==> src/rtl/sdram_pkg.sv <==
// Shared SDRAM request/response word layout and a packing helper used by the
// arbiter, its clients and test code.
package sdram_pkg;

  localparam int REQ_W = 41;
  localparam int RSP_W = 41;

  localparam int REQ_WRITE_BIT = 40;
  localparam int REQ_ADDR_MSB  = 39;
  localparam int REQ_ADDR_LSB  = 16;
  localparam int REQ_DATA_MSB  = 15;
  localparam int REQ_DATA_LSB  = 0;

  // Physical address split inside the 24-bit address field.
  localparam int BANK_MSB = 39;
  localparam int BANK_LSB = 38;
  localparam int ROW_MSB  = 37;
  localparam int ROW_LSB  = 25;
  localparam int COL_MSB  = 24;
  localparam int COL_LSB  = 16;

  localparam int RSP_DATA_MSB = 15;
  localparam int RSP_DATA_LSB = 0;

  typedef logic [REQ_W-1:0] req_word_t;
  typedef logic [RSP_W-1:0] rsp_word_t;

  function automatic req_word_t pack_req(input logic        write,
                                         input logic [23:0] addr,
                                         input logic [15:0] wdata);
    req_word_t w;
    w = '0;
    w[REQ_WRITE_BIT]               = write;
    w[REQ_ADDR_MSB:REQ_ADDR_LSB]   = addr;
    w[REQ_DATA_MSB:REQ_DATA_LSB]   = wdata;
    return w;
  endfunction

  function automatic logic [1:0] req_bank(input req_word_t w);
    return w[BANK_MSB:BANK_LSB];
  endfunction

  function automatic logic [12:0] req_row(input req_word_t w);
    return w[ROW_MSB:ROW_LSB];
  endfunction

  function automatic logic [8:0] req_col(input req_word_t w);
    return w[COL_MSB:COL_LSB];
  endfunction

endpackage

==> src/rtl/sdram_req_arbiter_tag_fifo.sv <==
// Show-ahead FIFO of requester indices, one entry per request in flight;
// the head entry names the owner of the next in-order response.
module tag_fifo #(
  parameter int DEPTH = 4,
  parameter int WIDTH = 1
) (
  input  logic                       clk,
  input  logic                       rst,
  input  logic                       push,
  input  logic                       pop,
  input  logic [WIDTH-1:0]           din,
  output logic [WIDTH-1:0]           dout,
  output logic                       empty,
  output logic                       full,
  output logic [$clog2(DEPTH+1)-1:0] count
);

  localparam int PTR_W = (DEPTH > 1) ? $clog2(DEPTH) : 1;
  localparam int CNT_W = $clog2(DEPTH + 1);

  logic [WIDTH-1:0] mem_q [DEPTH];
  logic [PTR_W-1:0] wr_ptr_q, wr_ptr_d;
  logic [PTR_W-1:0] rd_ptr_q, rd_ptr_d;
  logic [CNT_W-1:0] count_q, count_d;
  logic             push_ok, pop_ok;

  assign empty   = (count_q == '0);
  assign full    = (count_q == CNT_W'(DEPTH));
  assign count   = count_q;
  assign dout    = mem_q[rd_ptr_q];
  assign push_ok = push && !full;
  assign pop_ok  = pop && !empty;

  always_comb begin
    wr_ptr_d = wr_ptr_q;
    rd_ptr_d = rd_ptr_q;
    count_d  = count_q;
    if (push_ok) begin
      wr_ptr_d = (wr_ptr_q == PTR_W'(DEPTH - 1)) ? '0 : wr_ptr_q + 1'b1;
    end
    if (pop_ok) begin
      rd_ptr_d = (rd_ptr_q == PTR_W'(DEPTH - 1)) ? '0 : rd_ptr_q + 1'b1;
    end
    case ({push_ok, pop_ok})
      2'b10:   count_d = count_q + 1'b1;
      2'b01:   count_d = count_q - 1'b1;
      default: count_d = count_q;
    endcase
  end

  always_ff @(posedge clk) begin
    if (rst) begin
      wr_ptr_q <= '0;
      rd_ptr_q <= '0;
      count_q  <= '0;
    end else begin
      wr_ptr_q <= wr_ptr_d;
      rd_ptr_q <= rd_ptr_d;
      count_q  <= count_d;
    end
  end

  // Storage needs no reset: entries are only read while count is non-zero.
  always_ff @(posedge clk) begin
    if (push_ok) begin
      mem_q[wr_ptr_q] <= din;
    end
  end

  a_no_push_full: assert property (@(posedge clk) disable iff (rst) !(push && full));
  a_no_pop_empty: assert property (@(posedge clk) disable iff (rst) !(pop && empty));

endmodule

==> src/rtl/sdram_req_arbiter.sv <==
// Round-robin arbiter sharing one SDRAM request/response FIFO pair among
// NUM_REQ clients, steering in-order responses back by a recorded tag.
module sdram_req_arbiter
  import sdram_pkg::*;
#(
  parameter int NUM_REQ         = 2,
  parameter int MAX_OUTSTANDING = 4,
  parameter int REQ_W           = sdram_pkg::REQ_W,
  parameter int RSP_W           = sdram_pkg::RSP_W
) (
  input  logic                               clk,
  input  logic                               rst,
  input  logic [NUM_REQ-1:0]                 cl_req_valid,
  output logic [NUM_REQ-1:0]                 cl_req_ready,
  input  logic [NUM_REQ*REQ_W-1:0]           cl_req_data,
  output logic [NUM_REQ-1:0]                 cl_rsp_valid,
  input  logic [NUM_REQ-1:0]                 cl_rsp_ready,
  output logic [RSP_W-1:0]                   cl_rsp_data,
  output logic [REQ_W-1:0]                   req_fifo_data,
  output logic                               req_fifo_write,
  input  logic                               req_fifo_full,
  input  logic [RSP_W-1:0]                   rsp_fifo_data,
  output logic                               rsp_fifo_read,
  input  logic                               rsp_fifo_empty,
  output logic [$clog2(MAX_OUTSTANDING+1)-1:0] outstanding,
  output logic                               err_orphan
);

  localparam int IDX_W = (NUM_REQ > 1) ? $clog2(NUM_REQ) : 1;
  localparam int CNT_W = $clog2(MAX_OUTSTANDING + 1);

  logic [IDX_W-1:0] last_grant_q, last_grant_d;
  logic [REQ_W-1:0] req_data_q, req_data_d;
  logic             req_write_q, req_write_d;
  logic             err_orphan_q, err_orphan_d;

  logic [IDX_W-1:0] tag_head;
  logic             tag_empty, tag_full;
  logic [CNT_W-1:0] tag_count;

  logic             grant_ok, grant_found, transfer;
  logic [IDX_W-1:0] grant_idx, cand;
  logic             tag_pop, orphan_drop;

  // Round-robin scan from the requester after the last one served.
  always_comb begin
    grant_found = 1'b0;
    grant_idx   = last_grant_q;
    cand        = '0;
    for (int k = 1; k <= NUM_REQ; k++) begin
      cand = IDX_W'((int'(last_grant_q) + k) % NUM_REQ);
      if (!grant_found && cl_req_valid[cand]) begin
        grant_found = 1'b1;
        grant_idx   = cand;
      end
    end
  end

  // A pending write strobe blocks the grant, which also hides the
  // one-cycle lag of the request FIFO full flag.
  always_comb begin
    grant_ok     = !rst && !req_fifo_full && !req_write_q && !tag_full;
    transfer     = grant_ok && grant_found;
    cl_req_ready = '0;
    if (transfer) begin
      cl_req_ready[grant_idx] = 1'b1;
    end
    req_write_d  = transfer;
    req_data_d   = transfer ? cl_req_data[int'(grant_idx) * REQ_W +: REQ_W] : req_data_q;
    last_grant_d = transfer ? grant_idx : last_grant_q;
  end

  // A response with no tag left belongs to a request lost across reset.
  always_comb begin
    cl_rsp_valid = '0;
    tag_pop      = 1'b0;
    orphan_drop  = 1'b0;
    if (!rst && !rsp_fifo_empty) begin
      if (!tag_empty) begin
        cl_rsp_valid[tag_head] = 1'b1;
        tag_pop                = cl_rsp_ready[tag_head];
      end else begin
        orphan_drop = 1'b1;
      end
    end
    rsp_fifo_read = tag_pop || orphan_drop;
    err_orphan_d  = err_orphan_q || orphan_drop;
  end

  always_ff @(posedge clk) begin
    if (rst) begin
      last_grant_q <= IDX_W'(NUM_REQ - 1);
      req_data_q   <= '0;
      req_write_q  <= 1'b0;
      err_orphan_q <= 1'b0;
    end else begin
      last_grant_q <= last_grant_d;
      req_data_q   <= req_data_d;
      req_write_q  <= req_write_d;
      err_orphan_q <= err_orphan_d;
    end
  end

  tag_fifo #(
    .DEPTH (MAX_OUTSTANDING),
    .WIDTH (IDX_W)
  ) u_tag_fifo (
    .clk   (clk),
    .rst   (rst),
    .push  (transfer),
    .pop   (tag_pop),
    .din   (grant_idx),
    .dout  (tag_head),
    .empty (tag_empty),
    .full  (tag_full),
    .count (tag_count)
  );

  assign cl_rsp_data    = rsp_fifo_data;
  assign req_fifo_data  = req_data_q;
  assign req_fifo_write = req_write_q;
  assign outstanding    = tag_count;
  assign err_orphan     = err_orphan_q;

  a_ready_onehot: assert property (@(posedge clk) disable iff (rst) $onehot0(cl_req_ready));
  a_rsp_onehot:   assert property (@(posedge clk) disable iff (rst) $onehot0(cl_rsp_valid));
  a_strobe_1cyc:  assert property (@(posedge clk) disable iff (rst) req_fifo_write |=> !req_fifo_write);
  a_max_out:      assert property (@(posedge clk) disable iff (rst) outstanding <= CNT_W'(MAX_OUTSTANDING));

endmodule

==> config.mk <==
export PLATFORM = sky130hd
export DESIGN_NAME = sdram_req_arbiter
export DESIGN_NICKNAME = d
export VERILOG_FILES = /design/src/rtl/sdram_pkg.sv /design/src/rtl/sdram_req_arbiter_tag_fifo.sv /design/src/rtl/sdram_req_arbiter.sv
export SDC_FILE = /design/constraint.sdc
export NUM_CORES = 1
export LEC_CHECK = 0
export CAP_MARGIN = 20
export CELL_PAD_IN_SITES_DETAIL_PLACEMENT = 2
export CELL_PAD_IN_SITES_GLOBAL_PLACEMENT = 2
export CORE_AREA = 2 2 135 137
export DETAILED_ROUTE_END_ITERATION = 16
export DIE_AREA = 0 0 137 139
export PLACE_DENSITY = 0.77
export SETUP_SLACK_MARGIN = 0.15
export SLEW_MARGIN = 10
export SYNTH_ARGS = -nofsm -noshare
export SYNTH_HDL_FRONTEND = slang
export SYNTH_HIERARCHICAL = 1
export SYNTH_SLANG_ARGS = --single-unit
export TNS_END_PERCENT = 20
==> constraint.sdc <==
create_clock -name clk -period 3.6 [get_ports clk]
set_input_delay 1.08 -clock clk [delete_from_list [all_inputs] [get_ports clk]]
set_output_delay 1.08 -clock clk [all_outputs]
set_load 0.01 [all_outputs]
### Word-level counts from Yosys, hierarchy flattened

Memories as Yosys holds them, arrays and structs flattened. A register that Yosys moved wholly into a read port is not among the register bits.
Cells that the tools add are included.

* bits in registers: 51
* word-level logic and storage cells: 76
* memory bits (writable): 4
* bits in latches: 0
* memories: 1
* memory bits (read-only): 0

* mux-type cells: 28
* reductions and logical operators: 21
* multipliers: 1
* bitwise operators: 0
* add/subtract/negate cells: 6
* $lt $le $gt $ge: 6
* eq/ne operators: 5
* divide/modulo/power cells: 0
* shift-type cells: 1

Memory list
* u_tag_fifo.mem_q: words 4, width 1, read ports 1, clocked after memory_dff 1, write ports 1, line sdram_req_arbiter_tag_fifo.sv:21 `logic [WIDTH-1:0] mem_q [DEPTH];`

Operators with widths (count)
* $shiftx A82 B8 Y41: 1
* $mux W1: 18
* $mux W2: 7
* $logic_and A1 B1 Y1: 10
* $lt A1 B2 Y1 const B: 4
* $logic_not A1 Y1: 7
* $mul A1 B6 Y7 const B: 1
* $eq A2 B2 Y1 const B: 3
* $pmux W3 S2: 1
* $add A2 B1 Y2 const B: 2
* $add A3 B1 Y3 const B: 1
* $eq A3 B3 Y1 const B: 1
* $logic_not A3 Y1: 1
* $sub A3 B1 Y3 const B: 1
* $add A1 B1 Y1 const B: 2
* $demux W1 S1: 2
* $eq A2 B1 Y1 const B: 1
* $ge A1 B1 Y1 const B: 2
* $logic_or A1 B1 Y1: 2
* $reduce_bool A2 Y1: 1

### Logic depth before layout (Yosys ltp)

Gate-level depths: netlist of run 1.

* depth in word-level cells: 12
* depth in mapped cells: 15
* depth with buffers taken out: 13

### Cells and area by module

The synthesis of run 1 kept the hierarchy.

By module, submodules not included
* sdram_req_arbiter: instances 1, sequential area each 880.8 µm², cells an instance 308, area an instance 2491.1 µm²
* tag_fifo: instances 1, sequential area each 300.3 µm², cells an instance 59, area an instance 640.6 µm²

### Least setup slack after synthesis of run 1

No wires, ideal clock.

* path type: input port to flip-flop
* start: input rst
* end: register u_tag_fifo.count_q[2], in the netlist u_tag_fifo/count[2]
* data arrival time: 3422 ps
* path buffers: 1
* cell stages on the path: 11
* slack: 108 ps
* cells stage by stage: clkbuf_1 -> nor4b_1 -> a22o_1 -> o31ai_1 -> inv_1 -> ha_1 -> inv_1 -> fa_1 -> xor2_1 -> or3_2 -> a21oi_1

* elaborated cells on any way between the ends: 13

RTL lines
* start, declared: line sdram_req_arbiter.sv:12 `input logic rst,`
* $logic_not A1 Y1 *: line sdram_req_arbiter.sv:78 `if (!rst && !rsp_fifo_empty) begin`
* $logic_and A1 B1 Y1 *: line sdram_req_arbiter.sv:78
* $mux W1 *: line sdram_req_arbiter.sv:78
* net tag_pop: line sdram_req_arbiter.sv:43 `logic tag_pop, orphan_drop;`
* $logic_and A1 B1 Y1 *: line sdram_req_arbiter_tag_fifo.sv:32 `assign pop_ok = pop && !empty;`
* net u_tag_fifo.pop_ok: line sdram_req_arbiter_tag_fifo.sv:25 `logic push_ok, pop_ok;`
* $eq A2 B1 Y1 or $eq A2 B2 Y1 (tied branches): line sdram_req_arbiter_tag_fifo.sv:44 `case ({push_ok, pop_ok})`
* $pmux W3 S2 or $reduce_bool A2 Y1 (tied branches)
* end signal, assigned: line sdram_req_arbiter_tag_fifo.sv:59 `count_q <= count_d;`
* end, declared: line sdram_req_arbiter_tag_fifo.sv:24 `logic [CNT_W-1:0] count_q, count_d;`

Mark *: on every way through the listed nets, which the timed path passes. The rest lies on a longest branch.
A chain may end at the register's enable or synchronous reset.

### Final worst setup path of run 1

* start: input req_fifo_full
* end: output cl_req_ready[1]

* cells in the longest elaborated chain, start to end: 6

RTL lines
* start, declared: line sdram_req_arbiter.sv:21 `input logic req_fifo_full,`
* $logic_not A1 Y1: line sdram_req_arbiter.sv:62 `grant_ok = !rst && !req_fifo_full && !req_write_q && !tag_full;`
* $logic_and A1 B1 Y1 (3 in a row): line sdram_req_arbiter.sv:62
* $logic_and A1 B1 Y1: line sdram_req_arbiter.sv:63 `transfer = grant_ok && grant_found;`
* $mux W2: line sdram_req_arbiter.sv:65 `if (transfer) begin`
* end, declared: line sdram_req_arbiter.sv:14 `output logic [NUM_REQ-1:0] cl_req_ready,`

No other way between the ends.

==> results of run 1 <==
==> worst min path at each step <==
stage	endpoint	slack, ps	cells after the start
after floorplan	register	460	2
after global placement	err_orphan	450	2
after detailed placement	err_orphan	480	2
after CTS	err_orphan	490	2
after global routing	req_fifo_data[34]	550	2
final	err_orphan	490	2
==> routing by layer <==
| layer | vias up | part of all wire | track usage |
|---|---|---|---|
| met5 | - | 0 | 0 |
| met4 | 0 | 0.014 | 0.0418 |
| met3 | 23 | 0.064 | 0.0450 |
| met2 | 103 | 0.52 | 0.246 |
| met1 | 1594 | 0.40 | 0.153 |
| li1 | 1499 | - | - |
==> registers in the layout, indices dropped and copies added (netlist names), named ones only <==
name                 flops
u_tag_fifo/count         3
err_orphan               1
last_grant_q             1
req_fifo_write           1
u_tag_fifo/mem_q         4
req_fifo_data           41
u_tag_fifo/wr_ptr_q      2
u_tag_fifo/rd_ptr_q      2
==> report_power, final <==
part / leakage, nW / internal, mW / switching [mW]
combinational: 1.11 / 0.212 / 0.189
sequential: 0.470 / 0.676 / 0.0236
clock: 0.154 / 0.624 / 0.298
total: 1.74 / 1.51 / 0.511
==> metrics by stage <==
stage | TNS, ps | setup slack [ps] | instance area (um2)
2_1_floorplan | 0 | 180 | 3140
3_3_place_gp | -392 | -209 | 4490
3_5_place_dp | -683 | -199 | 4490
4_1_cts | 0 | 21.2 | 4810
5_1_grt | 0 | 161 | 4840
6_report | 0 | 236 | 4840
==> synth_stat cells (2+ instances only) <==
library cell / instances
a21oi_1: 46
a311oi_1: 41
and3_1: 2
and3_2: 2
buf_4: 45
buf_6: 5
clkbuf_1: 27
dfxtp_1: 53
edfxtp_1: 4
ha_1: 6
inv_1: 10
nand2_1: 2
nand3_1: 43
nor2_1: 8
nor3_1: 4
o21ai_0: 42
xor2_1: 2
==> kinds of logic after synthesis <==
family | synth area share
multiplexers | 0.0104
AND/OR/NAND/NOR | 0.127
XOR/XNOR | 0.00559
buffers and inverters | 0.175
flip-flops | 0.377
AO/OA/AOI/OAI | 0.274
adder cells (fa/ha/maj) | 0.0304
==> what timing repair did <==
item,4_1_cts,5_1_grt
hold buffers,0,0
gates resized for setup,5,10
pin swaps,0,2
endpoints found under the setup margin,5,5
==> worst reg2reg max path, delay by kind of cell (launching register included) <==
kind	cells	cell delay [ps]
flops	1	430
xor+xnor	1	170
simple gates	5	1220
buf+inv	6	510
compound gates	1	130
fa+ha+maj	2	550
==> layout make-up <==
type                    instances  area, um2
clock buffers                  13        250
clock inverters                 3       65.1
flip-flops and latches         57       1180
repair buffers                160       1560
multi-input cells             220       1450
inverters                      11       41.3
well taps                     229        287
fillers                      1981      12800
==> metrics.md, run 1 <==
| Metric | Value |
|---|---|
| Status | finished, final reports clean |
| Num CTS Buffers | 9 |
| # diodes | 0 |
| Grt ovf | 0 |
| Post-synth net total | 505 |
| Top-area cell type share of the netlist area | 0.339 |
| Routability cong. | 0.700 |
| Number of synthesized register bits | 57 |
| WL final | approximately 13000 um |
| CTS tree | built |
| Skew-Pair Late Insertion Delay | 330 ps |
| RR Startpoint | u_tag_fifo/count[2] |
| Die area | 19000 um2 |
| Critical Path End | cl_req_ready[1] |
| Largest net degree at the start of global routing | 50 |
| Chip width | ~140 um |
| Wire length of the first global-routing pass | 20400 um |
| Critical Path AT | 2280 ps |
| Max_slew headroom | 0.389 |
| Initial drt markers | 94 |
| F_max | 297 MHz |
| Pwr dens | ~420 nW/um2 |
| Crit. path cell count | 5 |
| Synth async-reset ratio | 0 |
| Fin Hold WS | 494 ps |
| Worst Tran Pin Value | 909 ps |
| Worst-path cell chain | clkdlybuf4s50_1, nor4_4, nand2_2, nor3_1, dlygate4sd2_1 |
| Final Max Slew Viols | 0 |
| Core area | 17700 um2 |
| Worst path slowest cell | clkdlybuf4s50_1 |
| Area contributors post-synth | dfxtp_1 (34%), a311oi_1 (11%), buf_4 (11%) |
| Tot Pwr | 2.02 mW |
| RSZ-0062 raised after global routing | false |
| Register area share after synthesis | 0.377 |
| All-Layer GR Usage | 0.138 |
| Routed vias/inst | between 4 and 5 |
| IO Count | 223 |
| Final count of negative-setup-slack endpoints | 0 |
| Rows | 49 |
| Vias post-DR | between 3000 and 4000 |
| Reg-to-reg setup timing slack | approximately 530 ps |
| Vias in the first global route | 3712 |
| Yosys top cell by area | dfxtp_1 |
| Crit Path Category | in2out |
| Leak Pwr | roughly 1.7 nW |
| Worst EP required | 2520 ps |
| CP Launch Type | primary input |
| Final period util | 0.934 |
| Largest buffer count on any clock path | 2 |
| Delay-heaviest family, CP | buffers and inverters |
| Commonest non-fill, non-tap cells in the layout | clkdlybuf4s50_1 (132), dfxtp_1 (53), a21oi_1 (45), nand3_1 (43), o21ai_0 (42) |
| CP Capture Type | output pin |
| RR Endpoint | u_tag_fifo/count[2] |
| Initial Utilization | 0.177 |
| Reg clk slew, reported paths | approximately 50 ps |
| Die Y-Extent | 139 um |
| ANT nets after route | 0 |
| Antenna violations before repair | 0 |
| Fin cells | 693 |
| Mapped Cells | 367 |
| Synthesized area per cell | approximately 8.5 um2 |
| Root buf cell | clkbuf_16 |
| Post-synth top flop | dfxtp_1 |
| H-tree Lvls | 3 |
| Min-delay src | err_orphan |
| Crit Path Max Fanout | 2 |
| Peak VDD IR | around 0.00020 V |
| Fin Clk Skew | 7.73 ps |
| Worst Hold Class | reg2reg |
| Wire per inst | 18.8 um |
| Commonest non-fill, non-tap cell in the layout | clkdlybuf4s50_1 |
| Fin nets | between 500 and 600 |
| Max_cap viols | 0 |
| Critical path buffers and inverters | 2 |
| Placed cells | about 680 |
| Synth unique cells | 42 |
| Clk sinks | 57 |
| Post-synth EDFFs | 4 |
| R2R depth | 15 |
| Ratio of cells with drive above 1 in the final layout | 0.112 |
| CP max stage delay | approximately 440 ps |
| Min cycle time layout | 3360 ps |
| Layout area overhead | 54.5% |
| Synth Warn # | 6 |
| Endpoints failing hold | 0 |
| Layout Utilization | 0.274 |
| Critical path startpoint | req_fifo_full |
| Post-CTS Setup Bufs | 0 |
| Synth Cell Area | 3130 um2 |
| # port buffers | 140 |
| DP HPWL | 8930 um |
| DRC | 0 |
| Drt pass-1 iters | 4 |
(Power assumes the default switching activity.)
==> inputs of run 2 (changes only) <==
==> constraint.sdc (replaced) <==
create_clock -name clk -period 3.8 [get_ports clk]
set_input_delay 1.14 -clock clk [delete_from_list [all_inputs] [get_ports clk]]
set_output_delay 1.14 -clock clk [all_outputs]
set_load 0.01 [all_outputs]
==> run 2 against run 1 <==
  * Clock skew down 2.1 ps
  * Cell count down 0.58%
  * Cell area fell by 1.8%
  * Register-to-register slack improved by 290 ps
  * Highest routed layer unchanged
==> metrics.md, run 2 (same netlist as run 1, synthesis figures left out) <==
| Metric | Value |
|---|---|
| Status | finished, final reports clean |
| Vias post-DR | 3245 (+0.81%) |
| Fin nets | 593 (-0.67%) |
| Largest net degree at the start of global routing | 50 (unchanged) |
| DP HPWL | 8830 um (-1.2%) |
| Layout area overhead | 51.7% |
| Chip width | 137 um (unchanged) |
| Placed cells | 673 (-0.59%) |
| DP Area | 4440 um2 (-1.1%) |
| Worst Hold Class | reg2reg |
| Delay-heaviest family, CP | buffers and inverters |
| Final Max Slew Viols | 0 (unchanged) |
| Crit Path Category | in2out |
| Final count of negative-setup-slack endpoints | 0 (unchanged) |
| Max_cap viols | 0 (unchanged) |
| Fin area | 4750 um2 (-1.8%) |
| WL final | 12600 um (-2.9%) |
| IO Count | 223 (unchanged) |
| Wire per inst | 18.3 um (-2.4%) |
| Root buf cell | clkbuf_16 |
| Fin cells | 689 (-0.58%) |
| Ratio of cells with drive above 1 in the final layout | 0.100 (-0.0121) |
| Net switching power | 0.471 mW (-7.9%) |
| Core area | 17700 um2 (unchanged) |
| P_int | 1.38 mW (-8.9%) |
| Pwr dens | 389 nW/um2 (-7.0%) |
| F_max | 274 MHz |
| CP Capture Type | output pin |
| Reg clk slew, reported paths | 50 ps (about the same) |
| Die area | 19000 um2 (unchanged) |
| Worst EP required | 2660 ps (+140 ps) |
| Initial drt markers | 95 (+1.1%) |
| # port buffers | 140 (unchanged) |
| Clock power frac | 0.441 (-0.015) |
| Sequential power share | 0.359 (+0.013) |
| CP max stage delay | 580 ps (+140 ps) |
| Worst path slowest cell | clkdlybuf4s50_1 |
| Wire length of the first global-routing pass | 20200 um (-0.78%) |
| Initial Utilization | 0.177 (unchanged) |
| Vias in the first global route | 3722 (+0.27%) |
| Routability cong. | 0.700 (about the same) |
| Commonest non-fill, non-tap cells in the layout | clkdlybuf4s50_1 (136), dfxtp_1 (53), a21oi_1 (46), nand3_1 (43), o21ai_0 (42) |
| Max_slew headroom | 0.560 (+0.171) |
| Endpoints failing hold | 0 (unchanged) |
| Grt ovf | 0 (unchanged) |
| Rows | 49 (unchanged) |
| Hold-fix buffers, CTS | 0 (unchanged) |
| # diodes | 0 (unchanged) |
| Sw Ratio | 0.255 (+0.00215) |
| Critical Path AT | 2510 ps (+230 ps) |
| Largest buffer count on any clock path | 2 (unchanged) |
| RSZ-0062 raised after global routing | true |
| Final period util | 0.962 |
| Crit Path Max Fanout | 4 (+2) |
| Worst Tran Pin Value | 655 ps (-254 ps) |
| Skew-Pair Late Insertion Delay | 330 ps (about the same) |
| H-tree Lvls | 3 (unchanged) |
| Combinational Power Share | 0.200 (+0.002) |
| Leak Pwr | 1.66 nW (-4.3%) |
| Peak VDD IR | 0.000183 V (-6.9%) |
| All-Layer GR Usage | 0.137 (-0.000936) |
| Drt pass-1 iters | 4 (unchanged) |
| Max FFs per register | 41 (unchanged) |
| Antenna violations before repair | 0 (unchanged) |
| Routed vias/inst | 4.71 (+1.4%) |
| Num CTS Buffers | 9 (unchanged) |
| Fin Clk Skew | 5.62 ps (-2.10 ps) |
| Commonest non-fill, non-tap cell in the layout | clkdlybuf4s50_1 |
| Critical path buffers and inverters | 2 (unchanged) |
| Die Y-Extent | 139 um (unchanged) |
| CP Launch Type | primary input |
| Clk sinks | 57 (unchanged) |
| DRC | 0 (unchanged) |
| Min cycle time layout | around 3700 ps |
| Post-CTS Setup Bufs | 0 (unchanged) |
| ANT nets after route | 0 (unchanged) |
| CTS tree | built |
| CP most frequent cell | clkdlybuf4s50_1 |
| Worst-path cell chain | clkdlybuf4s50_1, nor4b_2, clkdlybuf4s50_1 |
[run 2: cell count changes in the layout (fill, tap and decap cells not counted), sizes merged]
cell / previous run / this run
buf: 21 / 17
clkdlybuf4s50: 132 / 136
dlymetal6s2s: 4 / 1
bufinv: 2 / 1
clkbuf: 14 / 13
clkinv: 1 / 2
[run 2: metal layers]
layer  up-vias  routed length [um]  global-route usage
li1       1491                   -                   -
met1      1588                5110               0.155
met2       115                6310               0.234
met3        51                 823              0.0376
met4         0                 395              0.0657
met5         -                   0                   0
[run 2: tightest hold or removal path: stages, from the launching register on]
cell	delay (ps)
dfxtp_1	330
a21oi_1	50
nor2_1	70
[run 2: worst paths after layout]
check                  from                   to  depth (start not counted)  slack, ps
max reg2reg        register  u_tag_fifo/count[2]                         11        820
min reg2reg      err_orphan           err_orphan                          2        490
min              err_orphan           err_orphan                          2        490
max          rsp_fifo_empty      cl_rsp_valid[1]                          3        150
[run 2: cell type report]
class	instances	area (um2)
Tap cell	229	287
Fill cell	1995	12900
Sequential cell	57	1180
Timing Repair Buffer	156	1520
Clock inverter	3	40.0
Inverter	11	41.3
Clock buffer	13	260
Multi-Input combinational cell	220	1430
[run 2: power by group through the flow]
stage | combinational (mW) | clock, mW | sequential, mW
floorplan | 0.188 | 0 | 0.685
detailed placement | 0.373 | 0 | 0.675
global placement | 0.361 | 0 | 0.674
CTS | 0.374 | 0.848 | 0.664
finish | 0.370 | 0.814 | 0.664
global route | 0.406 | 0.882 | 0.667
[run 2: timing repair]
item / 4_1_cts / 5_1_grt
pin swaps: 1 / 0
setup endpoints to repair: 5 / 4
gates resized for setup: 3 / 2
[run 2: through the flow]
stage | power [mW] | hold WS (ps) | worst slack (ps) | util | setup TNS, ps
6_report | 1.85 | 485 | 145 | 0.269 | 0
5_1_grt | 1.96 | 536 | 57.7 | 0.269 | 0
4_1_cts | 1.89 | 496 | 77.0 | 0.269 | 0
3_5_place_dp | 1.05 | 484 | -183 | 0.251 | -238
3_3_place_gp | 1.03 | 458 | -119 | 0.251 | -119
2_1_floorplan | 0.873 | 464 | 248 | - | 0
==> inputs of run 3 (changes only) <==
--- a/config.mk
+++ b/config.mk
@@ -11,6 +11,7 @@
 export CORE_AREA = 2 2 135 137
 export DETAILED_ROUTE_END_ITERATION = 16
 export DIE_AREA = 0 0 137 139
+export GPL_ROUTABILITY_DRIVEN = 0
 export PLACE_DENSITY = 0.77
 export SETUP_SLACK_MARGIN = 0.15
 export SLEW_MARGIN = 10
==> results of run 3 <==
Same layout as run 2: the final DEF is identical, and so are final timing and power.
